<file path="config.mk">
export PLATFORM = sky130hd
export DESIGN_NAME = crc16_ccitt_frame_tx
export DESIGN_NICKNAME = d
export VERILOG_FILES = /design/src/rtl/crc16_pkg.sv /design/src/rtl/crc16_ccitt_frame_tx.sv
export SDC_FILE = /design/constraint.sdc
export NUM_CORES = 1
export LEC_CHECK = 0
export CAP_MARGIN = 0
export CORE_UTILIZATION = 52
export CTS_CLUSTER_DIAMETER = 150
export DETAILED_ROUTE_END_ITERATION = 8
export PLACE_DENSITY_LB_ADDON = 0.05
export SLEW_MARGIN = 20
export SYNTH_ARGS = -nofsm -noshare
export SYNTH_HDL_FRONTEND = slang
export SYNTH_SLANG_ARGS = --single-unit
export TNS_END_PERCENT = 1
</file>
<file path="constraint.sdc">
create_clock -name i_Clk -period 3.4 [get_ports i_Clk]
set_clock_uncertainty 0.2 [all_clocks]
set_input_delay 0.68 -clock i_Clk [delete_from_list [all_inputs] [get_ports i_Clk]]
set_output_delay 0.68 -clock i_Clk [all_outputs]
set_load 0.01 [all_outputs]
</file>
<file path="src/rtl/crc16_pkg.sv">
// Shared CRC-16-CCITT definitions for the transmit framer: polynomial, seed,
// framer state type and the byte-parallel CRC update.
package crc16_pkg;

    localparam logic [15:0] CRC16_POLY = 16'h1021;
    localparam logic [15:0] CRC16_INIT = 16'hFFFF;

    typedef enum logic [1:0] {
        IDLE,
        PAYLOAD,
        CRC_HI,
        CRC_LO
    } t_Frame_State;

    // One byte of CRC-16-CCITT, MSB first, non-reflected. The loop unrolls
    // into the usual byte-wide XOR network.
    function automatic logic [15:0] crc16_step(input logic [15:0] crc,
                                               input logic [7:0]  data);
        logic [15:0] c;
        c = crc;
        for (int k = 7; k >= 0; k--) begin
            if (c[15] ^ data[k]) begin
                c = {c[14:0], 1'b0} ^ CRC16_POLY;
            end else begin
                c = {c[14:0], 1'b0};
            end
        end
        return c;
    endfunction

endpackage

</file>
<file path="src/rtl/crc16_ccitt_frame_tx.sv">
// Transmit framer: passes payload bytes through a one-deep output register
// and appends CRC-16-CCITT (MSB first) after the last byte of each frame.
// Frames reaching MAX_BYTES without a last marker are closed early and o_Err
// pulses. Optional build macro CRC_FRAME_TX_STATS_EN adds frame/truncation
// counters as extra outputs.
//
// state   | meaning
// IDLE    | between frames, CRC seeded, waiting for the first byte
// PAYLOAD | mid-frame, CRC accumulating over accepted bytes
// CRC_HI  | waiting for a free output slot to emit CRC[15:8]
// CRC_LO  | waiting for a free output slot to emit CRC[7:0] with o_Last
module crc16_ccitt_frame_tx
    import crc16_pkg::*;
#(
    parameter int unsigned MAX_BYTES = 256,
    parameter logic [15:0] CRC_INIT  = CRC16_INIT
) (
    input  logic        i_Clk,
    input  logic        i_Rst_n,
    input  logic        i_DV,
    input  logic [7:0]  i_Data,
    input  logic        i_Last,
    output logic        o_Ready,
    output logic        o_DV,
    output logic [7:0]  o_Data,
    output logic        o_Last,
    input  logic        i_Ready,
`ifdef CRC_FRAME_TX_STATS_EN
    output logic [15:0] o_Frame_Count,
    output logic [15:0] o_Trunc_Count,
`endif
    output logic        o_Err
);

    localparam logic [15:0] MAX_CNT = MAX_BYTES[15:0];

    t_Frame_State state_q, state_d;
    logic [15:0]  crc_q, crc_d;
    logic [15:0]  count_q, count_d;
    logic         dv_d, last_d, err_d;
    logic [7:0]   data_d;
    logic         frame_done;

    logic         free;
    logic         xfer;
    logic [15:0]  crc_base;
    logic [15:0]  count_next;
    logic         hit_max;

    // Output slot availability, input handshake and per-byte bookkeeping.
    always_comb begin
        free       = !o_DV || i_Ready;
        o_Ready    = ((state_q == IDLE) || (state_q == PAYLOAD)) && free;
        xfer       = i_DV && o_Ready;
        crc_base   = (state_q == IDLE) ? CRC_INIT : crc_q;
        count_next = ((state_q == IDLE) ? 16'd0 : count_q) + 16'd1;
        hit_max    = (count_next == MAX_CNT);
    end

    // Next-state and output-register loading.
    always_comb begin
        state_d    = state_q;
        crc_d      = crc_q;
        count_d    = count_q;
        dv_d       = o_DV && !i_Ready;
        data_d     = o_Data;
        last_d     = o_Last;
        err_d      = 1'b0;
        frame_done = 1'b0;

        case (state_q)
            IDLE, PAYLOAD: begin
                if (state_q == IDLE) begin
                    crc_d   = CRC_INIT;
                    count_d = 16'd0;
                end
                if (xfer) begin
                    crc_d   = crc16_step(crc_base, i_Data);
                    count_d = count_next;
                    dv_d    = 1'b1;
                    data_d  = i_Data;
                    last_d  = 1'b0;
                    if (i_Last || hit_max) begin
                        state_d = CRC_HI;
                        err_d   = !i_Last;
                    end else begin
                        state_d = PAYLOAD;
                    end
                end
            end
            CRC_HI: begin
                if (free) begin
                    dv_d    = 1'b1;
                    data_d  = crc_q[15:8];
                    last_d  = 1'b0;
                    state_d = CRC_LO;
                end
            end
            CRC_LO: begin
                if (free) begin
                    dv_d       = 1'b1;
                    data_d     = crc_q[7:0];
                    last_d     = 1'b1;
                    state_d    = IDLE;
                    crc_d      = CRC_INIT;
                    count_d    = 16'd0;
                    frame_done = 1'b1;
                end
            end
            default: begin
                state_d = IDLE;
                crc_d   = CRC_INIT;
                count_d = 16'd0;
            end
        endcase
    end

    // State, CRC, byte count and registered output byte.
    always_ff @(posedge i_Clk or negedge i_Rst_n) begin
        if (!i_Rst_n) begin
            state_q <= IDLE;
            crc_q   <= CRC_INIT;
            count_q <= 16'd0;
            o_DV    <= 1'b0;
            o_Data  <= 8'd0;
            o_Last  <= 1'b0;
            o_Err   <= 1'b0;
        end else begin
            state_q <= state_d;
            crc_q   <= crc_d;
            count_q <= count_d;
            o_DV    <= dv_d;
            o_Data  <= data_d;
            o_Last  <= last_d;
            o_Err   <= err_d;
        end
    end

`ifdef CRC_FRAME_TX_STATS_EN
    // Frame counter wraps; truncation counter sticks at full scale.
    always_ff @(posedge i_Clk or negedge i_Rst_n) begin
        if (!i_Rst_n) begin
            o_Frame_Count <= 16'd0;
            o_Trunc_Count <= 16'd0;
        end else begin
            if (frame_done) begin
                o_Frame_Count <= o_Frame_Count + 16'd1;
            end
            if (o_Err && (o_Trunc_Count != 16'hFFFF)) begin
                o_Trunc_Count <= o_Trunc_Count + 16'd1;
            end
        end
    end
`endif

endmodule

</file>
## Word-level counts from Yosys, hierarchy flattened

Cells that the tools add are included.

| word-level totals | value |
|---|---|
| register bits after elaboration | 45 |
| output and inout bits | 12 |
| word-level logic and storage cells | 95 |

| operators by class | value |
|---|---|
| $add $sub $neg | 1 |
| equality and inequality tests | 7 |
| muxes and demuxes | 49 |
| bitwise logic cells | 16 |
| reduce and logical (&&, ||, !) cells | 15 |

Operator list:

| operator | number |
|---|---|
| $mux W16 | 20 |
| $mux W13 | 8 |
| $pmux W16 S2 | 2 |
| $mux W8 | 3 |
| $not A3 Y3 | 8 |
| $pmux W8 S3 | 1 |
| $add A16 B1 Y16 const B | 1 |
| $eq A16 B9 Y1 const B | 1 |
| $mux W1 | 8 |
| $mux W2 | 4 |
| $xor A1 B1 Y1 | 8 |
| $ne A2 B2 Y1 const B | 3 |
| $pmux W2 S3 | 1 |
| $eq A2 B2 Y1 const B | 2 |
| $reduce_or A2 Y1 | 2 |
| $logic_and A1 B1 Y1 | 3 |
| $logic_not A1 Y1 | 3 |
| $logic_or A1 B1 Y1 | 3 |
| $pmux W1 S3 | 1 |
| $reduce_and A3 Y1 | 1 |
| $eq A2 B1 Y1 const B | 1 |
| $logic_not A2 Y1 | 1 |
| $pmux W1 S2 | 1 |
| $reduce_and A2 Y1 | 1 |
| $reduce_bool A2 Y1 | 1 |

## Logic depth before layout (Yosys ltp)

Gate-level depths: netlist (run 1).

| depth | value |
|---|---|
| depth after elaboration | 34 |
| gate-level depth with buffers | 12 |
| mapped depth without buffers | 9 |

## Worst setup path before layout (run 1)

OpenSTA, ideal clock, no wires.

| timing path | value |
|---|---|
| path kind | reg-to-reg |
| from | reg state_q[1] |
| to | reg state_q[1] |
| library setup time | 75 ps |
| arrival time | 3005 ps |
| data required time | 3125 ps |
| path slack | 120 ps |
| stages on the path, launching flop included | 13 |
| path buffers | 3 |
| cells stage by stage | dfrtp_1 -> clkbuf_1 -> or2_2 -> clkbuf_1 -> clkbuf_1 -> and2_2 -> ha_1 -> nand3_1 -> nor4_2 -> nand3_1 -> xor2_1 -> o41a_1 -> o21ai_2 |

| on the way | value |
|---|---|
| cells in the longest elaborated chain, start to end | 8 |
| elaborated cells between the ends (all ways) | 19 |
| those cells by class | add/sub (1); eq/ne (7); mux (4); reduce/logical (7) |

RTL lines:

| element | line | source |
|---|---|---|
| start, declared | crc16_ccitt_frame_tx.sv:37 | `t_Frame_State state_q, state_d;` |
| start signal, assigned | crc16_ccitt_frame_tx.sv:129 | `state_q <= state_d;` |
| $logic_not A2 Y1 | crc16_ccitt_frame_tx.sv:53, crc16_ccitt_frame_tx.sv:56, crc16_ccitt_frame_tx.sv:71 |  |
| $mux W16 | -- |  |
| $add A16 B1 Y16 | crc16_ccitt_frame_tx.sv:56 | `count_next = ((state_q == IDLE) ? 16'd0 : count_q) + 16'd1;` |
| $eq A16 B9 Y1 | crc16_ccitt_frame_tx.sv:57 | `hit_max = (count_next == MAX_CNT);` |
| $logic_or A1 B1 Y1 | crc16_ccitt_frame_tx.sv:83 | `if (i_Last \|\| hit_max) begin` |
| $mux W2 | crc16_ccitt_frame_tx.sv:83 |  |
| $mux W2 | crc16_ccitt_frame_tx.sv:77 | `if (xfer) begin` |
| $pmux W2 S3 | crc16_ccitt_frame_tx.sv:71 | `case (state_q)` |

Several ways; a longest one is shown, not always the timed one. The select of a mux whose other input is x is not followed.
A chain may end at the register's enable or synchronous reset.

## Final worst setup path (run 1)

| timing path | value |
|---|---|
| from | reg state_q[1] |
| to | reg o_Err |

| on the way | value |
|---|---|
| cells in the longest elaborated chain, start to end | 8 |
| elaborated cells between the ends (all ways) | 13 |
| those cells by class | add/sub (1); eq/ne (2); mux (4); reduce/logical (6) |

RTL lines:

| element | line | source |
|---|---|---|
| $logic_not A2 Y1 | crc16_ccitt_frame_tx.sv:53, crc16_ccitt_frame_tx.sv:56, crc16_ccitt_frame_tx.sv:71 |  |
| $mux W16 | -- |  |
| $add A16 B1 Y16 | crc16_ccitt_frame_tx.sv:56 |  |
| $eq A16 B9 Y1 | crc16_ccitt_frame_tx.sv:57 |  |
| $logic_or A1 B1 Y1 | crc16_ccitt_frame_tx.sv:83 |  |
| $mux W1 | crc16_ccitt_frame_tx.sv:83 |  |
| $mux W1 | crc16_ccitt_frame_tx.sv:77 |  |
| $mux W1 (*) | crc16_ccitt_frame_tx.sv:71 |  |
| via err_d | crc16_ccitt_frame_tx.sv:40 | `logic dv_d, last_d, err_d;` |
| end signal, assigned | crc16_ccitt_frame_tx.sv:135 | `o_Err <= err_d;` |
| end, declared | crc16_ccitt_frame_tx.sv:32 | `output logic o_Err` |

Mark *: on every way through the listed nets, which the timed path passes. The rest lies on a longest branch.

==> metrics, run 1 <==
worst stage delay on the critical path 0.59 ns; count of pins over their slew limit 0; Overflow after GRT 0; CP Capture Type register; largest family of logic cells by synthesized area simple AND/OR/NAND/NOR gates; xor and xnor area share after synthesis 9.76%; sequential-to-total area share from yosys stat 42.6%; pin count of the biggest net entering global routing 46; cells taking the most area after synthesis dfrtp_1, dfstp_2, o21ai_0; most frequent CP cell nand3_1; vias in the first global route 2165; reg2reg setup slack 0.36 ns; Hold Crit Class primary input to asynchronous set/reset pin; synthesized area per cell 8.77 µm²; io pins 25; crit path cell chain or2_2 > and2_2 > ha_1 > nand3_1 > nor4_2 > nand3_1 > xor2_1 > nor4_1 > and3_1; Slew headroom 51.0%; most common cell in the netlist nor2_1; Worst VDD drop 0.349 mV; die height 73.9 µm; WS Path Type register to register; Final nets 344; antenna violations before repair 0; first-pass GRT wire length 10700 µm; mux contribution to synthesized area 4.09%; Synth Area in Simple Gates 20.8%; die footprint 0.00547 mm²; Worst-path clk slew 0.10 ns; synth unique cells 46; Reg2Reg Depth 9; First-pass DRT Iterations 6; Buf/Inv on CP 0; fin crit share 89.5%; Synth Area in Compound Gates 19.3%; P per Cell Area 781 mW/mm²; Worst Setup SP state_q[1]; CTS Hold Bufs 0; Crit-path slowest cell nor4_2; fmax 329 MHz; post-synthesis adder-cell area fraction 0.465%; drc violations 0; top-area cell type share of the netlist area 27.0%; yosys warns 0; initial core utilization 55.5%; PortBufs 24; starting DRC count in detailed routing 178; die width 73.9 µm; Rows 25; htree depth 2; Mapped Cells 307; post-route minimum period 3.04 ns; Design Power 2.44 mW; Yosys top cell by area dfrtp_1; CTS Buf Count 5; reg2reg start state_q[1]; CTS tree yes; mean routed wirelength per cell 15.6 µm; status finished, final reports clean; GRT Resource Usage Total 25.7%; cell family with most CP delay simple AND/OR/NAND/NOR gates; clock sink count 45; Setup crit start kind register; number of synthesized register bits 45; Worst-Margin Slew 0.729 ns; ys flop type dfrtp_1; Clock Latency Late Sink 0.31 ns; post-route ant nets 0; vias per cell 5.81; EDFF count, synth 0; routability cong. 0.829; reg2reg end o_Err; PostCTS Resize Cnt 0; vias after detailed routing 2314; Critical Path RT 3.45 ns; mapped cell area 0.00269 mm²; post-synth net total 321; crit path DAT 3.09 ns; Fin Setup TNS 0 ns; Longest Clk Path Bufs 2; Post-synth top cells nor2_1, o21ai_0, nand2_1, dfrtp_1, xnor2_1; layout cells sized above 1 13.0%; RSZ-0062 raised after global routing false; count of final hold-check violations 0; diode count 0; area growth from synthesis to final layout 16.2%; post-CTS setup buffer count 0; Final Setup Violations 0; Pleak 1.21 nW; Root Driver clkbuf_8; Detail Placement HPWL 4200 µm; core area 0.00485 mm²; Async SR Flop Fraction 100%; Critical Path Fanout Max 17; final WL 6220 µm; Max Cap Violations 0
-- state kept, by name (all words and copies together), names as in the netlist --
| signal | flops |
|---|---|
| count_q | 16 |
| crc_q | 16 |
| o_Data | 8 |
| state_q | 2 |
| o_DV | 1 |
| o_Err | 1 |
| o_Last | 1 |
-- where the power goes --
part / leakage, nW / internal, mW / switching, mW / total (mW)
clock: 0.0552 / 0.218 / 0.178 / 0.396
sequential: 0.548 / 0.729 / 0.119 / 0.848
combinational: 0.611 / 0.509 / 0.691 / 1.20
total: 1.21 / 1.46 / 0.988 / 2.44
-- logic make-up after synthesis --
kind of cell	after synthesis
simple gates	115
compound gates	84
flops	45
xor+xnor	30
buf+inv	21
mux	11
fa+ha+maj	1
-- metal layers --
metal,vias to the layer above,global-route usage [%],part of all wire [%]
li1,1136,-,-
met1,1097,39.2,50
met2,76,36.5,44
met3,5,5.15,5.4
met4,0,8.12,0.85
met5,-,0,0
-- placed cells by master (no fill, tap or decap), types with 3 or more instances in the layout --
cell type,synthesis,final
a21oi_1,17,17
a31oi_1,3,3
a32o_1,6,6
and3_1,4,4
buf_4,0,10
clkbuf_8,0,5
clkdlybuf4s50_1,0,23
dfrtp_1,29,29
dfstp_2,16,16
inv_1,4,4
mux2i_1,11,11
nand2_1,33,33
nand3_1,8,8
nand4_1,5,5
nor2_1,43,43
nor4_1,4,4
o21ai_0,38,36
o21ai_1,1,3
o22ai_1,3,3
or3_1,6,6
xnor2_1,21,21
xor2_1,9,9
-- worst reg2reg max path: cells and delay by family (launching register included) --
kind	cells	cell delay (ns)
adder cells (fa/ha/maj)	1	0.21
XOR/XNOR	1	0.22
flip-flops	1	0.35
AND/OR/NAND/NOR	7	2.00
-- final cells by class --
class / instances / area [µm²]
repair buffers: 33 / 305
clock buffers: 6 / 72.6
multi-input cells: 241 / 1470
well taps: 67 / 83.8
flip-flops and latches: 45 / 1150
fillers: 427 / 1720
inverters: 4 / 15.0
clock inverters: 2 / 35.0
-- through the flow --
step	util, %	cells	hold WS, ns	area [µm²]	setup WS [ns]
after detailed placement	62.2	390	0.269	3020	0.435
final	64.5	398	0.156	3130	0.359
after global placement	62.2	390	0.262	3020	0.539
after global routing	64.5	398	0.195	3130	0.177
after floorplan	-	307	0.184	2690	0.120
after CTS	64.5	398	0.288	3130	0.414
-- worst max-delay path by stage --
stage,end,cells past startpoint
finish,o_Err,9
global placement,state_q[1],9
CTS,o_Err,9
global route,o_Err,9
floorplan,state_q[1],12
detailed placement,o_Err,9
Power figures use the tool's default switching activity.
==> run 2, diff against run 1 <==
CORE_UTILIZATION = 57   (was 52)
clock period = 3.2 ns   (was 3.4 ns; I/O delays follow)
==> metrics, run 2 (synthesis gave the netlist of run 1 again) <==
post-route ant nets 0 (unchanged); vias after detailed routing 2320 (+0.26%); Critical Path RT 3.25 ns (-0.20 ns); failing checks DRC; PnR worst setup slack 0.332 ns (-0.0262 ns); Clock Latency Late Sink 0.30 ns (about the same); clock sink count 45 (unchanged); status complete, but fails checks; P per Cell Area 813 mW/mm² (+4.1%); count of final hold-check violations 0 (unchanged); Pleak 1.22 nW (+0.79%); vias in the first global route 2179 (+0.65%); fmax 349 MHz (+6.1%); Detail Placement HPWL 4130 µm (-1.5%); Fillers 395 (-7.5%); drc violations 10 (+10); Overflow after GRT 0 (unchanged); mean routed wirelength per cell 15.8 µm (+1.2%); Fin Setup TNS 0 ns (unchanged); crit path DAT 2.92 ns (-0.17 ns); die width 70.7 µm (-4.4%); final WL 6080 µm (-2.3%); core area 0.00444 mm² (-8.3%); fin crit share 89.6% (+0.16 points); die footprint 0.00500 mm² (-8.5%); Critical Path Fanout Max 8 (-9); Worst-Margin Slew 0.598 ns (-0.131 ns); Hold Crit Class primary input to asynchronous set/reset pin; post-route minimum period 2.87 ns (-0.174 ns); reg2reg end o_Err; pin count of the biggest net entering global routing 46 (unchanged); count of pins over their slew limit 0 (unchanged); Longest Clk Path Bufs 2 (unchanged); Final Setup Violations 0 (unchanged); PostCTS Resize Cnt 0 (unchanged); reg2reg setup slack 0.33 ns (-0.03 ns); Buf/Inv on CP 0 (unchanged); routability cong. 0.838 (+1.0%); die height 70.7 µm (-4.4%); post-CTS setup buffer count 0 (unchanged); Place WS 0.367 ns (-0.0679 ns); Worst VDD drop 0.439 mV (+26%); Rows 24 (-4.0%); Setup crit start kind register; reg2reg start state_q[1]; WS Path Type register to register; antenna violations before repair 0 (unchanged); CTS Hold Bufs 0 (unchanged); Slew headroom 59.9% (+8.9 points); Reg2Reg Depth 9 (unchanged); worst stage delay on the critical path 0.39 ns (-0.20 ns); Final Core Density 69.8% (+5.3 points); Root Driver clkbuf_8; vias per cell 6.04 (+3.9%); initial core utilization 60.6% (+5.0 points); most common cell after layout, fill and taps aside nor2_1; layout cells sized above 1 13.6% (+0.56 points); cell family with most CP delay simple AND/OR/NAND/NOR gates; Crit-path slowest cell dfrtp_1; CTS tree yes; Fin Hold WS 0.118 ns (-0.0382 ns); diode count 0 (unchanged); Max Cap Violations 0 (unchanged); first-pass GRT wire length 10400 µm (-2.3%); area growth from synthesis to final layout 15.3%; top flop regs count_q: 16 flops, crc_q: 16 flops, o_Data: 8 flops; RSZ-0062 raised after global routing false; CP Capture Type register; Final nets 345 (+0.29%); crit path cell chain or2_2 > and2_2 > ha_1 > nand3_1 > nor4_4 > a2111o_1 > and3_1 > nor4_1 > and3_1; leading cell types in the layout, fill and taps excluded nor2_1, o21ai_0, nand2_1, dfrtp_1, clkdlybuf4s50_1; PortBufs 24 (unchanged); Worst-path clk slew 0.09 ns (about the same); First-pass DRT Iterations 6 (unchanged); CTS Buf Count 5 (unchanged); io pins 25 (unchanged); htree depth 2 (unchanged); GRT Resource Usage Total 26.6% (+0.95 points); starting DRC count in detailed routing 210 (+18%); most frequent CP cell and3_1
-- run 2: layout make-up --
cell class | count | area, µm² | share of cell area [%]
clock buffers | 5 | 68.8 | 2.22
clock inverters | 3 | 17.5 | 0.564
inverters | 4 | 15.0 | 0.484
multi-input cells | 241 | 1480 | 47.6
flip-flops and latches | 45 | 1150 | 36.9
well taps | 52 | 65.1 | 2.10
repair buffers | 34 | 313 | 10.1
-- run 2: power by group --
group / switching (mW) / internal (mW) / total [mW]
Sequential: 0.126 / 0.774 / 0.899
Combinational: 0.730 / 0.541 / 1.27
Clock: 0.203 / 0.151 / 0.354
-- run 2: worst max-delay path by stage --
stage	endpoint	startpoint	cells after the start
after floorplan	state_q[1]	state_q[1]	12
after global placement	state_q[1]	state_q[1]	9
after detailed placement	state_q[1]	state_q[1]	9
after CTS	state_q[1]	state_q[1]	9
after global routing	o_Err	state_q[1]	9
final	o_Err	state_q[1]	9
-- run 2: stage by stage --
stage | std cells | power (mW) | area, µm²
after floorplan | 307 | 1.74 | 2700
after global placement | 376 | 2.14 | 3020
after detailed placement | 376 | 2.17 | 3020
after CTS | 384 | 2.53 | 3100
after global routing | 384 | 2.71 | 3100
final | 384 | 2.52 | 3100
-- run 2: routing by layer --
| layer | global-route usage (%) | part of all wire, % |
|---|---|---|
| met1 | 38.9 | 49 |
| met2 | 39.6 | 44 |
| met3 | 5.41 | 6.2 |
| met4 | 9.33 | 0.97 |
| met5 | 0 | 0 |
